[src/rtl/spi_pkg.sv]
// ============================================================================
// Module   : spi_pkg
// Brief    : Shared types and constants for the oversampling SPI responder.
// Revision : 1.0
// ============================================================================
`default_nettype none

package spi_pkg;

  typedef enum logic [1:0] {
    IDLE   = 2'd0,
    ACTIVE = 2'd1,
    END    = 2'd2
  } spi_os_state_t;

  localparam int SPI_SYNC_STAGES    = 2;
  localparam int SPI_MIN_OVERSAMPLE = 4;

endpackage

`default_nettype wire

[src/rtl/spi_sync_edge.sv]
// ============================================================================
// Module   : spi_sync_edge
// Brief    : Multi-flop synchroniser with one extra stage for rise/fall detect.
// Revision : 1.0
// ============================================================================
`default_nettype none

module spi_sync_edge
  import spi_pkg::*;
#(
  parameter int STAGES = SPI_SYNC_STAGES
) (
  input  logic clk_i,
  input  logic rst_ni,
  input  logic d_i,
  output logic q_o,
  output logic rise_o,
  output logic fall_o
);

  logic [STAGES:0] sync_q;

  always_ff @(posedge clk_i or negedge rst_ni) begin
    if (!rst_ni) begin
      sync_q <= '0;
    end else begin
      sync_q <= {sync_q[STAGES-1:0], d_i};
    end
  end

  assign q_o    = sync_q[STAGES-1];
  assign rise_o =  sync_q[STAGES-1] & ~sync_q[STAGES];
  assign fall_o = ~sync_q[STAGES-1] &  sync_q[STAGES];

endmodule

`default_nettype wire

[src/rtl/spi_slave_os.sv]
// ============================================================================
// Module   : spi_slave_os
// Brief    : clk-oversampled SPI responder (CPOL=0, MSB first) with
//            valid/ready receive/transmit handshakes. Optional macro
//            SPI_SLAVE_OS_ERR_EN enables the err pulse output.
// Revision : 1.0
// ============================================================================
`default_nettype none

module spi_slave_os
  import spi_pkg::*;
#(
  parameter int WIDTH   = 13,
  parameter int CLKFREQ = 27000000,
  parameter int SPIFREQ = 100000
) (
  input  logic             clk_i,
  input  logic             rst_ni,
  input  logic             load_i,
  input  logic             sclk_i,
  input  logic             mosi_i,
  output logic             miso_o,
  output logic [WIDTH-1:0] dout_o,
  output logic             rx_valid_o,
  input  logic [WIDTH-1:0] din_i,
  input  logic             tx_we_i,
  output logic             tx_ready_o,
  output logic             err_o
);

  localparam int CNT_W = $clog2(WIDTH + 2);
  localparam logic [CNT_W-1:0] CNT_FULL = CNT_W'(WIDTH);
  localparam logic [CNT_W-1:0] CNT_SAT  = CNT_W'(WIDTH + 1);

  if (CLKFREQ < SPI_MIN_OVERSAMPLE * SPIFREQ) begin : g_freq_check
    $error("spi_slave_os: CLKFREQ must be at least 4x SPIFREQ");
  end

  logic load_q, load_rise, load_fall;
  logic sclk_q, sclk_rise, sclk_fall;
  logic [SPI_SYNC_STAGES-1:0] mosi_sync_q;
  logic mosi_q;

  spi_sync_edge u_load_sync (
    .clk_i (clk_i), .rst_ni (rst_ni), .d_i (load_i),
    .q_o (load_q), .rise_o (load_rise), .fall_o (load_fall)
  );

  spi_sync_edge u_sclk_sync (
    .clk_i (clk_i), .rst_ni (rst_ni), .d_i (sclk_i),
    .q_o (sclk_q), .rise_o (sclk_rise), .fall_o (sclk_fall)
  );

  always_ff @(posedge clk_i or negedge rst_ni) begin
    if (!rst_ni) begin
      mosi_sync_q <= '0;
    end else begin
      mosi_sync_q <= {mosi_sync_q[SPI_SYNC_STAGES-2:0], mosi_i};
    end
  end

  assign mosi_q = mosi_sync_q[SPI_SYNC_STAGES-1];

  spi_os_state_t    state_q, state_d;
  logic [CNT_W-1:0] cnt_q, cnt_d;
  logic [WIDTH-1:0] sr_rx_q, sr_rx_d;
  logic [WIDTH-1:0] sr_tx_q, sr_tx_d;
  logic [WIDTH-1:0] buf_q, buf_d;
  logic             tx_ready_q, tx_ready_d;
  logic [WIDTH-1:0] dout_q, dout_d;
  logic             rx_valid_q, rx_valid_d;
`ifdef SPI_SLAVE_OS_ERR_EN
  logic             err_q, err_d;
`endif

  always_ff @(posedge clk_i or negedge rst_ni) begin
    if (!rst_ni) begin
      state_q    <= IDLE;
      cnt_q      <= '0;
      sr_rx_q    <= '0;
      sr_tx_q    <= '0;
      buf_q      <= '0;
      tx_ready_q <= 1'b1;
      dout_q     <= '0;
      rx_valid_q <= 1'b0;
    end else begin
      state_q    <= state_d;
      cnt_q      <= cnt_d;
      sr_rx_q    <= sr_rx_d;
      sr_tx_q    <= sr_tx_d;
      buf_q      <= buf_d;
      tx_ready_q <= tx_ready_d;
      dout_q     <= dout_d;
      rx_valid_q <= rx_valid_d;
    end
  end

  always_comb begin
    state_d    = state_q;
    cnt_d      = cnt_q;
    sr_rx_d    = sr_rx_q;
    sr_tx_d    = sr_tx_q;
    buf_d      = buf_q;
    tx_ready_d = tx_ready_q;
    dout_d     = dout_q;
    rx_valid_d = 1'b0;
`ifdef SPI_SLAVE_OS_ERR_EN
    err_d      = 1'b0;
`endif

    if (tx_we_i) begin
      if (tx_ready_q) begin
        buf_d      = din_i;
        tx_ready_d = 1'b0;
      end
`ifdef SPI_SLAVE_OS_ERR_EN
      else begin
        err_d = 1'b1;
      end
`endif
    end

    case (state_q)
      IDLE: begin
        if (load_fall) begin
          state_d = ACTIVE;
          cnt_d   = '0;
          // Frame start sees the buffer as it was before any same-cycle write.
          if (!tx_ready_q) begin
            sr_tx_d    = buf_q;
            tx_ready_d = 1'b1;
          end else begin
            sr_tx_d = '0;
`ifdef SPI_SLAVE_OS_ERR_EN
            err_d   = 1'b1;
`endif
          end
        end
      end
      ACTIVE: begin
        if (sclk_rise) begin
          sr_rx_d = {sr_rx_q[WIDTH-2:0], mosi_q};
          if (cnt_q != CNT_SAT) begin
            cnt_d = cnt_q + CNT_W'(1);
          end
        end
        if (sclk_fall) begin
          sr_tx_d = {sr_tx_q[WIDTH-2:0], 1'b0};
        end
        if (load_rise) begin
          state_d = END;
        end
      end
      END: begin
        if (cnt_q == CNT_FULL) begin
          dout_d     = sr_rx_q;
          rx_valid_d = 1'b1;
        end
`ifdef SPI_SLAVE_OS_ERR_EN
        else begin
          err_d = 1'b1;
        end
`endif
        state_d = IDLE;
      end
      default: state_d = IDLE;
    endcase
  end

`ifdef SPI_SLAVE_OS_ERR_EN
  always_ff @(posedge clk_i or negedge rst_ni) begin
    if (!rst_ni) begin
      err_q <= 1'b0;
    end else begin
      err_q <= err_d;
    end
  end
  assign err_o = err_q;
`else
  assign err_o = 1'b0;
`endif

  // load_q/sclk_q are only consumed through their edge strobes.
  logic unused_sync;
  assign unused_sync = load_q ^ sclk_q;

  assign miso_o     = (state_q == ACTIVE) & sr_tx_q[WIDTH-1];
  assign dout_o     = dout_q;
  assign rx_valid_o = rx_valid_q;
  assign tx_ready_o = tx_ready_q;

endmodule

`default_nettype wire

[config.mk]
export PLATFORM = sky130hd
export DESIGN_NAME = spi_slave_os
export DESIGN_NICKNAME = d
export VERILOG_FILES = /design/src/rtl/spi_pkg.sv /design/src/rtl/spi_sync_edge.sv /design/src/rtl/spi_slave_os.sv
export SDC_FILE = /design/constraint.sdc
export NUM_CORES = 1
export LEC_CHECK = 0
export CAP_MARGIN = 20
export CORE_UTILIZATION = 40
export DETAILED_ROUTE_END_ITERATION = 16
export GPL_ROUTABILITY_DRIVEN = 1
export PLACE_DENSITY = 0.63
export SETUP_SLACK_MARGIN = 0.5
export SYNTH_ARGS = -nofsm -noshare
export SYNTH_HDL_FRONTEND = slang
export SYNTH_HIERARCHICAL = 1
export SYNTH_SLANG_ARGS = --single-unit
[constraint.sdc]
create_clock -name clk_i -period 1.9 [get_ports clk_i]
set_clock_uncertainty 0.15 [all_clocks]
set_input_delay 0.19 -clock clk_i [delete_from_list [all_inputs] [get_ports clk_i]]
set_output_delay 0.19 -clock clk_i [all_outputs]
set_load 0.02 [all_outputs]
* Word level (Yosys, flattened, before mapping)
Index checks and enable logic that the tools add are counted.
Word-level totals: output and inout bits 17, memory bits (writable) 0, memory bits (read-only) 0, latch bits 0, memories 0, register bits 68, input bits 19
Operators by class: $lt $le $gt $ge 0, divide/modulo/power cells 0, multiplexer cells 17, reduce and logical (&&, ||, !) cells 8, add/sub/neg operators 1, shift-type cells 0, equality and inequality tests 9, bitwise logic cells 9, multiply operators 0
Operators by type and width (number):
- 13-bit 2-to-1 mux | 3
- 13-bit one-hot mux with 2 select lines | 1
- 4-bit 2-to-1 mux | 3
- 2-bit inequality test (second input constant) | 5
- 4-bit one-hot mux with 2 select lines | 1
- 2-bit AND reduction | 4
- 1-bit 2-to-1 mux | 6
- 1-bit bitwise AND | 5
- 4-bit by 1-bit adder with 4-bit output (second input constant) | 1
- 4-bit equality test (second input constant) | 1
- 2-bit 2-to-1 mux | 2
- 4-bit inequality test (second input constant) | 1
- 1-bit NOT | 4
- 2-bit one-hot mux with 2 select lines | 1
- 4-bit AND reduction | 1
- 3-bit AND reduction | 1
- 2-bit by 1-bit equality test with 1-bit output (second input constant) | 1
- 2-bit equality test (second input constant) | 1
- 2-bit logical NOT | 1
- 2-bit nonzero test | 1

* Longest topological paths before layout
Gate-level depths: netlist (run 1).
depth in word-level cells 4, depth in mapped cells 6

* By module
Netlist (run 1), hierarchy kept.
By module, submodules not included:
- spi_slave_os | area each 2683.8 µm², times used 1, cells each 192, seq. area each 1552.7 µm²
- spi_sync_edge | area each 90.1 µm², times used 2, cells each 5, seq. area each 75.1 µm²

* Least setup slack after synthesis (run 1)
Ideal clock, no wire load.
path kind flip-flop to flip-flop, from reg cnt_q[1], to reg dout_q[10], in the netlist dout_o[10], arrival time 1.448 ns, required time 1.625 ns, library setup time 0.125 ns, path slack 0.177 ns, stages on the path, launching flop included 7, buffers on the path 1, path through dfrtp_1 > inv_1 > ha_1 > nand4_1 > nor2_1 > buf_6 > mux2_2
Between the ends: word-level cells in the longest chain between the ends 2
Ends and longest elaborated chain:
- start, declared | line spi_slave_os.sv:65 | logic [CNT_W-1:0] cnt_q, cnt_d;
- start signal, assigned | line spi_slave_os.sv:88 | cnt_q <= cnt_d;
- 4-bit equality test | line spi_slave_os.sv:155 | if (cnt_q == CNT_FULL) begin
- 2-bit AND reduction (no line)
- end signal, assigned | line spi_slave_os.sv:93 | dout_q <= dout_d;
- end, declared | line spi_slave_os.sv:70 | logic [WIDTH-1:0] dout_q, dout_d;
No other way between the ends. A chain may end at the register's enable or synchronous reset.

* Worst setup path in the final report (run 1)
from reg cnt_q[1], to reg dout_q[6], in the netlist dout_o[6]
The elaborated chain is that of the path after synthesis.

==> results.sh, run 1 <==
export IMPL_status="finished, final reports clean"
export IMPL_clock_power_share_pct=21.8
export IMPL_min_path_cells=1
export IMPL_tns_ps=0
export IMPL_finalMaxSlewViolations=0
export IMPL_dieArea_sq_um=7502
export IMPL_hold_viol=0
export IMPL_p_leak_nw=1.874
export IMPL_hp_class="in2reg"
export IMPL_grt_pass1_wl_microns=8349
export IMPL_vias_per_cell=4.775
export IMPL_top_layer="met4"
export IMPL_track_usage_pct=14.88
export IMPL_max_freq_mhz=605.2
export IMPL_synth_distinct_cells=33
export IMPL_htreeDepth=3
export IMPL_postSynthNetCount=224
export IMPL_start_util_pct=41.69
export IMPL_cp_data_required_time_ps=1970
export IMPL_drc=0
export IMPL_holdPathEnd="mosi_sync_q[0]"
export IMPL_finalWirelength_microns=5396
export IMPL_cts_buffers=9
export IMPL_syn_to_final_growth_pct=40.80
export IMPL_synthTopCellsByCount="67 x dfrtp_1, 43 x mux2_2, 15 x nor2b_1"
export IMPL_final_core_util_pct=58.71
export IMPL_clkLatencyLatePin_ps=340
export IMPL_cts_tree="done"
export IMPL_rrSetupSlack_ps=250
export IMPL_p_per_area_nw_per_um2=1204
export IMPL_final_nets=290
export IMPL_core_area_sq_um=6869
export IMPL_rsz0062_at_grt="yes"
export IMPL_criticalPathCategory="reg2reg"
export IMPL_comb_power_share_pct=35.1
export IMPL_die_x_microns=86.62
export IMPL_layout_setup_ws_ps=247.7
export IMPL_regToRegEndpoint="dout_o[6]"
export IMPL_cts_sinks=68
export IMPL_synth_most_common_cell="dfrtp_1"
export IMPL_synth_top_cell_area_share_pct=58.54
export IMPL_gp_congestion=0.7134
export IMPL_synth_ff_type="dfrtp_1"
export IMPL_diodes=0
export IMPL_post_route_period_util_pct=86.96
export IMPL_grt_pass1_vias=1718
export IMPL_yosysWarnings=6
export IMPL_clk_pin_slew_worst_paths_ps=70
export IMPL_cts_root_buf="clkbuf_8"
export IMPL_grt_max_degree=53
export IMPL_drt_iter0_drc=53
export IMPL_yosysSeqAreaShare_pct=59.46
export IMPL_die_y_microns=86.62
export IMPL_preCtsSetupSlack_ps=165.1
export IMPL_period_minus_slack_ps=1652
export IMPL_worst_ir_drop_vdd_mv=0.5767
export IMPL_cp_end_kind="flip-flop"
export IMPL_reg2reg_from="cnt_q[1]"
export IMPL_syn_inst=202
export IMPL_p_seq_share_pct=43.1
export IMPL_grt_remaining_overflow=0
export IMPL_netSwitchingPower_mw=1.454
export IMPL_worst_ep_arrival_time_ps=1720
export IMPL_p_int_mw=3.402
export IMPL_vias=1762
export IMPL_async_flop_share_pct=100.0
export IMPL_syn_area_per_cell_sq_um=14.18
export IMPL_wl_met1_microns=2440
export IMPL_antenna_found_initial=0
export IMPL_whs_ps=152.5
export IMPL_startpoint_type="flip-flop"
export IMPL_worst_path_max_fanout=14
export IMPL_io_pins=36
export IMPL_cts_max_path_buffers=2
export IMPL_hpwlAfterDp_microns=3075
export IMPL_sw_frac_of_total_pct=29.94
export IMPL_synth_edf_count=0
export IMPL_row_count=30
export IMPL_hp_start="mosi_i"
export IMPL_finalSetupViolations=0
export IMPL_synth_area_leader_cell="dfrtp_1"
export IMPL_first_pass_iters=4
export IMPL_synth_seq_cells=68
export IMPL_portBuffers=34
export IMPL_drv_cap=0
export IMPL_ant_nets=0
export IMPL_worstRegToRegCells=6
export IMPL_met2_length_microns=2673
export IMPL_wl_per_cell_microns=14.62
export IMPL_wl_met3_microns=178
export IMPL_synthTopCellsByArea="dfrtp_1 59%, mux2_2 17%, mux2i_1 3.8%"
export IMPL_layout_drive_gt1_share_pct=46.15
export IMPL_syn_cell_area_sq_um=2864
cell usage in the layout, fill, tap and decap left out, drive strengths merged, types with 2 or more instances in the layout:
| master | netlist | layout |
|---|---|---|
| dfrtp | 67 | 67 |
| mux2 | 47 | 47 |
| buf | 9 | 31 |
| clkdlybuf4s50 | 0 | 17 |
| clkbuf | 2 | 16 |
| nor2b | 15 | 15 |
| mux2i | 12 | 12 |
| clkdlybuf4s15 | 0 | 9 |
| o21ai | 9 | 9 |
| o31ai | 8 | 8 |
| inv | 4 | 5 |
| nor2 | 4 | 4 |
| clkinv | 0 | 4 |
| ha | 3 | 3 |
| nand2 | 2 | 3 |
| nand3 | 2 | 2 |
| dlygate4sd2 | 0 | 2 |
| and2b | 2 | 2 |
| nor3b | 2 | 2 |
| and3b | 2 | 2 |
through the flow:
step	area, sq um	std cells	power, mW
floorplan	2983	202	3.010
global placement	3423	328	3.250
detailed placement	3423	328	3.277
CTS	3809	360	4.553
global route	4033	369	5.138
finish	4033	369	4.857
power by group through the flow:
stage | clock network (mW) | logic, mW | registers [mW]
2_1_floorplan | 0 | 0.946 | 2.06
3_3_place_gp | 0 | 1.14 | 2.12
3_5_place_dp | 0 | 1.16 | 2.12
4_1_cts | 1.10 | 1.39 | 2.07
5_1_grt | 1.16 | 1.83 | 2.14
6_report | 1.06 | 1.70 | 2.09
logic make-up (layout without fill, tap and decap cells):
kind of cell / Yosys count / count (layout) / synth area share (%)
AO/OA/AOI/OAI: 21 / 21 / 4.762
adder cells (fa/ha/maj): 3 / 3 / 1.311
multiplexers: 59 / 59 / 23.33
AND/OR/NAND/NOR: 34 / 35 / 7.646
XOR/XNOR: 1 / 1 / 0.3059
flip-flops: 68 / 68 / 59.46
other: 1 / 1 / 0.1309
buffers and inverters: 15 / 85 / 3.058
critical path, stage by stage, from the launching register on:
cell     delay (ps)
dfrtp_1         380
inv_1            60
ha_1            140
nand4_1         160
nor2_4          160
buf_12          150
mux2_2          340
worst max-delay path by stage:
stage | start | endpoint | slack [ps] | cells after the start
detailed placement | u_load_sync/sync_q[1] | sr_tx_q[2] | 170 | 4
finish | cnt_q[1] | dout_o[6] | 250 | 6
floorplan | cnt_q[1] | dout_o[10] | 280 | 6
global route | cnt_q[1] | dout_o[6] | 140 | 6
CTS | state_q[1] | miso_o | 270 | 3
global placement | u_load_sync/sync_q[2] | sr_tx_q[0] | 200 | 4
metal layers:
layer  global-route usage [%]  vias to the layer above
met1                    19.34                      875
met2                    22.73                       40
li1                         -                      839
met3                    5.524                        8
met4                    5.606                        0
met5                        0                        -
final cells by class:
class	count	area, sq um
Clock buffer	11	141.4
Clock inverter	5	36.28
Fill cell	556	2836
Inverter	4	15.01
Multi-Input combinational cell	120	1286
Sequential cell	68	1705
Tap cell	96	120.1
Timing Repair Buffer	65	728.2
flip-flops by register name, indices dropped and copies added (netlist names):
register and cells:
u_sclk_sync/sync_q 3, sr_tx_q 13, mosi_sync_q 2, buf_q 13, cnt_q 4, tx_ready_o 1
rx_valid_o 1, dout_o 13, u_load_sync/sync_q 3, state_q 2, sr_rx_q 13
timing repair:
item	4_1_cts	5_1_grt
endpoints found under the setup margin	71	71
hold buffers	1	0
pin swaps	5	8
hold endpoints to repair	16	0
gates cloned	1	3
resized for setup	48	47
setup buffers	14	6
Note: power is estimated with default switching activity, not from simulation.
==> inputs of run 2 (changes only) <==
Settings changed: DONT_BUFFER_PORTS set to 1, PLACE_DENSITY 0.63 to 0.56.
==> results.sh, run 2 (same netlist as run 1, synthesis figures left out) <==
export IMPL_die_x_microns=86.62
export IMPL_finalSetupViolations=0
export IMPL_hp_class="in2async"
export IMPL_top_layer="met4"
export IMPL_dieArea_sq_um=7502
export IMPL_gp_congestion=0.7196
export IMPL_post_route_period_util_pct=86.08
export IMPL_antenna_found_initial=0
export IMPL_cts_max_path_buffers=2
export IMPL_final_nets=279
export IMPL_hpwlAfterDp_microns=3100
export IMPL_p_leak_nw=1.804
export IMPL_diodes=0
export IMPL_row_count=30
export IMPL_cts_tree="done"
export IMPL_cts_root_buf="clkbuf_8"
export IMPL_layout_commonest_cell="dfrtp_1"
export IMPL_clkLatencyLatePin_ps=340
export IMPL_vias=1751
export IMPL_grt_pass1_vias=1874
export IMPL_p_per_area_nw_per_um2=1238
export IMPL_die_y_microns=86.62
export IMPL_layout_drive_gt1_share_pct=49.24
export IMPL_period_minus_slack_ps=1635
export IMPL_worst_ir_drop_vdd_mv=0.6175
export IMPL_wl_per_cell_microns=15.07
export IMPL_clk_pin_slew_worst_paths_ps=70
export IMPL_rsz0062_at_grt="yes"
export IMPL_wl_met3_microns=265
export IMPL_grt_max_degree=69
export IMPL_drc=0
export IMPL_worst_ep_arrival_time_ps=1710
export IMPL_final_core_util_pct=56.89
export IMPL_core_area_sq_um=6869
export IMPL_finalWirelength_microns=5396
export IMPL_criticalPathCategory="reg2reg"
export IMPL_io_pins=36
export IMPL_hold_viol=68
export IMPL_cts_sinks=68
export IMPL_met2_length_microns=2868
export IMPL_cp_data_required_time_ps=1970
export IMPL_track_usage_pct=15.84
export IMPL_max_freq_mhz=611.5
export IMPL_ctsHoldBuffers=17
export IMPL_vias_per_cell=4.891
export IMPL_portBuffers=0
export IMPL_start_util_pct=41.69
export IMPL_whs_ps=-605.7
export IMPL_nFillCells=554
export IMPL_grt_remaining_overflow=0
export IMPL_first_pass_iters=4
export IMPL_drt_iter0_drc=30
export IMPL_tns_ps=0
export IMPL_htreeDepth=3
export IMPL_cts_buffers=9
export IMPL_drv_cap=0
export IMPL_most_common_layout_cells="66 x dfrtp_1, 29 x mux2_2, 18 x mux2_4, 17 x dlygate4sd3_1, 15 x buf_4"
export IMPL_worst_path_max_fanout=6
export IMPL_violations="hold timing"
export IMPL_syn_to_final_growth_pct=36.44
export IMPL_grt_pass1_wl_microns=8721
export IMPL_ant_nets=0
export IMPL_wl_met1_microns=2187
export IMPL_startpoint_type="flip-flop"
export IMPL_finalMaxSlewViolations=0
export IMPL_cp_end_kind="flip-flop"
export IMPL_status="finished, violations left"
export IMPL_power_total_mw=4.839
run 2: cell types whose count changed in the layout (fill, tap and decap cells not counted), moves of 3 or more:
cell	before	now
o21ai_0	3	0
clkdlybuf4s50_1	17	0
buf_6	18	13
o31ai_2	6	3
o21ai_1	3	0
o31ai_1	2	5
clkdlybuf4s15_1	9	0
dlygate4sd3_1	1	17
buf_4	5	15
clkbuf_2	3	0
o21ai_2	2	9
run 2: layout make-up:
type | count | area, sq um | area share [%]
flip-flops and latches | 68 | 1704 | 43.61
clock buffers | 10 | 127.6 | 3.266
clock inverters | 6 | 65.06 | 1.665
repair buffers | 54 | 594.3 | 15.21
multi-input cells | 120 | 1281 | 32.79
well taps | 96 | 120.1 | 3.074
inverters | 4 | 15.01 | 0.3842
run 2: timing repair:
action | CTS | global route
gates cloned | 2 | 0
endpoints found under the setup margin | 59 | 60
pin swaps | 8 | 4
hold endpoints to repair | 85 | 68
buffers inserted | 24 | 5
gates resized for setup | 39 | 22
run 2: final timing paths:
kind	startpoint	end	slack (ps)	cells after the start
setup / recovery	state_q[0]	cnt_q[2]	260	5
hold / removal	rst_ni	sr_tx_q[5]	-610	0
setup reg to reg	state_q[0]	cnt_q[2]	260	5
hold reg to reg	u_load_sync/sync_q[0]	u_load_sync/sync_q[1]	210	0
max in group asynchronous	rst_ni	tx_ready_o	2020	0
min in group clk_i	u_load_sync/sync_q[0]	u_load_sync/sync_q[1]	210	0
run 2: per-layer routing:
metal	track usage, %	vias to the layer above
met5	0	-
met4	5.455	0
met3	6.286	8
met2	29.37	44
met1	16.10	882
li1	-	817
run 2: power by group:
| part | total (mW) | switching [mW] | internal (mW) |
|---|---|---|---|
| logic | 1.58 | 0.594 | 0.984 |
| registers | 2.12 | 0.269 | 1.85 |
| clock network | 1.15 | 0.539 | 0.606 |
run 2: worst max-delay path, cell delays in order (launching register included):
cell and delay, ps:
dfrtp_2 440, buf_6 130, and3b_2 200, buf_12 140, and2_4 150, a221o_1 300
run 2: stage by stage:
step / hold slack (ps) / worst slack (ps) / std cells / instance area (sq um)
3_3_place_gp: -253.1 / 168.0 / 294 / 3063
4_1_cts: -631.0 / 258.1 / 353 / 3799
5_1_grt: -634.3 / 215.2 / 358 / 3908
3_5_place_dp: -253.0 / 100.2 / 294 / 3063
6_report: -605.7 / 264.6 / 358 / 3908
2_1_floorplan: -255.6 / 279.8 / 202 / 2983
